$ cat config.mk
export PLATFORM = sky130hd
export DESIGN_NAME = gf2_poly_divider_seq
export DESIGN_NICKNAME = d
export VERILOG_FILES = /design/src/rtl/gf2_pkg.sv /design/src/rtl/gf2_deg_detect.sv /design/src/rtl/gf2_poly_divider_seq.sv
export SDC_FILE = /design/constraint.sdc
export NUM_CORES = 1
export LEC_CHECK = 0
export ABC_AREA = 0
export ABC_CLOCK_PERIOD_IN_PS = 2200
export BUFFER_PORTS_ARGS = -buffer_cell sky130_fd_sc_hd__buf_2
export CAP_MARGIN = 30
export CORE_MARGIN = 10
export CORE_UTILIZATION = 35
export CTS_CLUSTER_SIZE = 14
export DETAILED_ROUTE_END_ITERATION = 8
export SLEW_MARGIN = 40
export SYNTH_ARGS = -nofsm -noshare
export SYNTH_HDL_FRONTEND = slang
export SYNTH_SLANG_ARGS = --single-unit
$ cat constraint.sdc
create_clock -name clk -period 2.2 [get_ports clk]
set_clock_uncertainty 0.2 [all_clocks]
set_input_delay 0.11 -clock clk [delete_from_list [all_inputs] [get_ports clk]]
set_output_delay 0.11 -clock clk [all_outputs]
set_load 0.1 [all_outputs]
$ cat src/rtl/gf2_pkg.sv
// Shared definitions for the GF(2) polynomial divider: FSM states and width helpers
// derived from the operand width N of the matching carry-less multiplier.
package gf2_pkg;

  typedef enum logic [1:0] {
    IDLE = 2'd0,
    DIV  = 2'd1,
    DONE = 2'd2
  } state_t;

  // Product / dividend width for N-bit operands.
  function automatic int prod_w(input int n);
    return 2 * n - 1;
  endfunction

  // Remainder width; degree is strictly below the divisor's, so N-1 bits suffice.
  function automatic int rem_w(input int n);
    return (n > 1) ? n - 1 : 1;
  endfunction

  // Bit-position counter width, large enough to hold 2N-2.
  function automatic int cnt_w(input int n);
    return (2 * n - 1 > 1) ? $clog2(2 * n - 1) : 1;
  endfunction

  // Bit-index width for an N-bit vector.
  function automatic int idx_w(input int n);
    return (n > 1) ? $clog2(n) : 1;
  endfunction

endpackage

$ cat src/rtl/gf2_deg_detect.sv
// Combinational priority encoder: index of the highest set bit of vec, plus an all-zero flag.
// No state, no handshake; msb reads 0 when vec is zero.
module gf2_deg_detect
  import gf2_pkg::*;
#(
  parameter int W  = 4,
  parameter int IW = idx_w(W)
) (
  input  logic [W-1:0]  vec,
  output logic [IW-1:0] msb,
  output logic          zero
);

  always_comb begin
    msb  = '0;
    zero = (vec == '0);
    for (int i = 0; i < W; i++) begin
      if (vec[i]) msb = IW'(i);
    end
  end

endmodule

$ cat src/rtl/gf2_poly_divider_seq.sv
// Bit-serial GF(2) long divider: 2N-1 DIV cycles after accept (1 for a zero divisor).
// Result is held in DONE until out_ready; no new operands are accepted until then.
module gf2_poly_divider_seq
  import gf2_pkg::*;
#(
  parameter int N = 4
) (
  input  logic                 clk,
  input  logic                 rst,
  input  logic                 in_valid,
  output logic                 in_ready,
  input  logic [2*N-2:0]       dividend,
  input  logic [N-1:0]         divisor,
  output logic                 out_valid,
  input  logic                 out_ready,
  output logic [2*N-2:0]       quotient,
  output logic [rem_w(N)-1:0]  remainder,
  output logic                 div_by_zero
);

  localparam int PW = prod_w(N);
  localparam int RW = rem_w(N);
  localparam int CW = cnt_w(N);
  localparam int IW = idx_w(N);

  state_t          state;
  logic [PW-1:0]   dvd_q;
  logic [N-1:0]    dvs_q;
  logic [IW-1:0]   d_q;
  logic [N-1:0]    r_q;
  logic [PW-1:0]   q_q;
  logic [CW-1:0]   cnt_q;

  logic [IW-1:0]   dvs_msb;
  logic            dvs_zero;

  logic [N-1:0]    r_shift;
  logic            qbit;
  logic [N-1:0]    r_next;
  logic [PW-1:0]   q_next;
  logic [RW-1:0]   rem_masked;

  gf2_deg_detect #(
    .W  (N),
    .IW (IW)
  ) u_deg (
    .vec  (divisor),
    .msb  (dvs_msb),
    .zero (dvs_zero)
  );

  // deg(r) < d before each shift, so the shifted value never overflows N bits
  // and XOR with the divisor always clears bit d.
  always_comb begin
    r_shift    = (r_q << 1) | N'(dvd_q[cnt_q]);
    qbit       = r_shift[d_q];
    r_next     = qbit ? (r_shift ^ dvs_q) : r_shift;
    q_next     = (q_q << 1) | PW'(qbit);
    rem_masked = '0;
    for (int i = 0; i < RW; i++) begin
      if (i < int'(d_q)) rem_masked[i] = r_next[i];
    end
  end

  always_ff @(posedge clk) begin
    if (rst) begin
      state       <= IDLE;
      dvd_q       <= '0;
      dvs_q       <= '0;
      d_q         <= '0;
      r_q         <= '0;
      q_q         <= '0;
      cnt_q       <= '0;
      quotient    <= '0;
      remainder   <= '0;
      div_by_zero <= 1'b0;
    end else begin
      case (state)
        IDLE: begin
          if (in_valid) begin
            dvd_q <= dividend;
            dvs_q <= divisor;
            d_q   <= dvs_msb;
            r_q   <= '0;
            q_q   <= '0;
            cnt_q <= CW'(PW - 1);
            if (dvs_zero) begin
              state       <= DONE;
              quotient    <= '0;
              remainder   <= '0;
              div_by_zero <= 1'b1;
            end else begin
              state <= DIV;
            end
          end
        end
        DIV: begin
          r_q   <= r_next;
          q_q   <= q_next;
          cnt_q <= cnt_q - 1'b1;
          if (cnt_q == '0) begin
            state       <= DONE;
            quotient    <= q_next;
            remainder   <= rem_masked;
            div_by_zero <= 1'b0;
          end
        end
        DONE: begin
          if (out_ready) state <= IDLE;
        end
        default: state <= IDLE;
      endcase
    end
  end

  assign in_ready  = (state == IDLE);
  assign out_valid = (state == DONE);

endmodule

==> flow_summary.yaml <==
clocking:
  numCtsBuffers: 5
  cts_buffer_depth: 2
  postCtsSetupBuffers: 0
  cts_root_buf: "clkbuf_8"
  cts_tree: "yes"
  numClockSinks: 37
  htreeDepth: 2
  insertion_delay_ns: 0.29
  clk_pin_slew_worst_paths_ns: 0.08
die:
  dieWidth_um: 90.75
  ios: 28
  die_area_um2: 8235
  rows: 25
  coreArea_um2: 4786
  start_util_pct: 36.60
  die_h_um: 90.75
yosys:
  syn_inst: 210
  netlist_area_um2: 1752
  async_flop_share_pct: 0
  ys_seq_area_share_pct: 42.29
  ys_ff_latch: 37
  synth_edf_count: 0
  avgSynthCellArea_um2: 8.341
  synthFlopType: "dfxtp_1"
  synth.distinct_cells: 45
  synth_fp_nets: 227
  yosysWarnings: 0
sta:
  hold_violations: 0
  max_freq_mhz: 487.3
  tightest_slew_ns: 0.7192
  slew_headroom_pct: 52.05
  fin_tns_setup_ns: 0
  drv_slew: 0
  rsz0062_at_grt: "false"
  period_share_pct: 93.27
  min_period_ns: 2.052
  finalSetupViolations: 0
worst_setup_path:
  worstPathRequired_ns: 2.15
  cpPeakStageDelay_ns: 0.55
  r2r_end: "r_q[0]"
  criticalPathCategory: "in2reg"
  cp_cell_sequence: "dlygate4sd3_1 -> buf_2 -> nor4_4 -> a2bb2oi_1 -> or2_2 -> a22oi_1 -> nor2_1"
  r2r-start: "cnt_q[2]"
  end_kind: "register"
  crit_fanout: 12
  cp-start-kind: "input port"
  worstRegToRegCells: 4
  slowest_stage: "dlygate4sd3_1"
  reg2reg_slack_ns: 0.29
  worstPathArrival_ns: 2.01
layout:
  regArea_um2: 740.7
  fillerInstances: 480
  layout.cells.most_common: "dfxtp_1"
  nNetsFinal: 261
  layout-drive-gt1-share_pct: 20.82
  multiInputGateArea_um2: 934.6
  area_delta_synth_final_pct: 22.71
  antenna-diode-count: 0
  layout_common_cells: "dfxtp_1, nand2_1, buf_2"
global_routing:
  grt_pass1_wl_mm: 6.948
  antenna_found_initial: 0
  grt_max_degree: 41
  track_usage_pct: 10.11
  overflow: 0
  grt_pass1_vias: 1482
worst_hold_path:
  hold_depth: 4
  min_from: "in_valid"
  hold_path_class: "in2reg"
  hold_end: "r_q[0]"
power:
  ir_drop_v: 0.0004509
  comb_power_share_pct: 20.2
  p_per_area_nw_per_um2: 701.5
  pwr-share-seq_pct: 49.6
  p_clk_share_pct: 30.3
  switching_power_uw: 464.7
  switching_share_pct: 30.82
  intPower_uw: 1043
  power_uw: 1508
  leakagePower_uw: 0.0008334
job:
  cap_violations: 0
drt:
  wl_mm: 4.101
  routed_via_density: 4.897
  vias: 1528
  wl_per_cell_um: 13.14
  firstDrtPassIters: 4
  postRouteAntennaNets: 0
  drc_errors: 0
  first_iter_violations: 97
status:
  outcome: "completed"
place:
  port_buffers: 27
  place.gp.congestion: 0.8134
  dpl.hpwl_mm: 2.796
==> how the worst max path moves through the flow <==
stage | from | to | slack (ns) | depth (start not counted)
after CTS | divisor[2] | div_by_zero | 0.05 | 7
after floorplan | state[1] | state[1] | 0.21 | 4
final | divisor[2] | div_by_zero | 0.15 | 7
after detailed placement | cnt_q[2] | r_q[0] | 0.28 | 4
after global placement | cnt_q[2] | r_q[0] | 0.26 | 4
after global routing | divisor[2] | div_by_zero | 0.06 | 7
==> critical path: cells and delay by family <==
kind	cells	cell delay (ns)
compound gates	2	0.37
buf+inv	2	0.71
simple gates	3	0.82
==> power groups by stage <==
stage | sequential (µW) | combinational (µW) | clock, µW
2_1_floorplan | 737 | 247 | 0
3_3_place_gp | 763 | 286 | 0
3_5_place_dp | 763 | 287 | 0
4_1_cts | 747 | 304 | 473
5_1_grt | 756 | 340 | 500
6_report | 747 | 304 | 456
==> layout make-up <==
class	count	area share (%)
multi-input cells	151	43.48
flip-flops and latches	37	34.46
repair buffers	43	13.27
well taps	67	3.900
clock buffers	6	3.376
inverters	6	1.048
clock inverters	2	0.4657
==> state kept, by name, summed over array words and instances (netlist names) <==
signal / cells
dvd_q: 7
quotient: 7
q_q: 6
cnt_q: 3
dvs_q: 3
r_q: 3
remainder: 3
d_q: 2
state: 2
div_by_zero: 1
==> synth_stat cells (2+ instances only) <==
library cell,n,area (µm²)
o211ai_1,2,15.01
mux2_2,2,22.52
dfxtp_1,37,740.7
buf_2,4,20.02
nand2_1,32,120.1
nor2b_1,7,43.79
mux2i_1,4,40.04
ha_1,2,25.02
a211oi_1,2,15.01
o21ai_0,2,10.01
clkbuf_1,11,41.29
o21ai_1,2,10.01
nor3_1,4,20.02
a22oi_1,6,45.04
nand3_1,7,35.03
a21oi_1,22,110.1
nand2b_1,6,37.54
o2bb2ai_1,2,17.52
nand4_1,3,18.77
and2_1,2,12.51
a2bb2oi_1,2,17.52
nand3b_1,5,37.54
nor2_1,15,56.30
inv_1,6,22.52
o31ai_1,3,22.52
==> what timing repair did <==
item                                    in CTS  in global routing
hold buffers                                12                  0
gates resized for setup                      0                  2
hold endpoints to repair                    12                  0
endpoints found under the setup margin       0                  2
==> per-stage QoR <==
stage | setup slack [ns] | utilization, % | std cells | area (µm²) | hold slack [ns]
floorplan | 0.2130 | - | 210 | 1762 | 0.04596
global placement | 0.2616 | 40.50 | 292 | 1938 | 0.1507
detailed placement | 0.2794 | 40.50 | 292 | 1938 | 0.1559
CTS | 0.05209 | 44.73 | 312 | 2141 | 0.1245
global route | 0.05689 | 44.92 | 312 | 2150 | 0.1885
finish | 0.1481 | 44.92 | 312 | 2150 | 0.1284
==> cell families (layout without fill, tap and decap cells) <==
kind of cell,Yosys count,after routing,share of synthesized area [%]
AO/OA/AOI/OAI,52,52,19.93
XOR/XNOR,1,1,0.5001
adder cells (fa/ha/maj),2,2,1.428
buffers and inverters,22,57,5.429
flip-flops,37,37,42.29
multiplexers,7,7,4.857
AND/OR/NAND/NOR,89,89,25.57
==> metal layers <==
metal | share of wire (%) | global-route usage (%) | up-vias
li1 | - | - | 805
met1 | 50 | 12.54 | 691
met2 | 44 | 15.63 | 26
met3 | 3.6 | 2.743 | 6
met4 | 2.0 | 5.040 | 0
met5 | 0 | 0 | -
No activity file was read; power rests on OpenSTA's default activity.
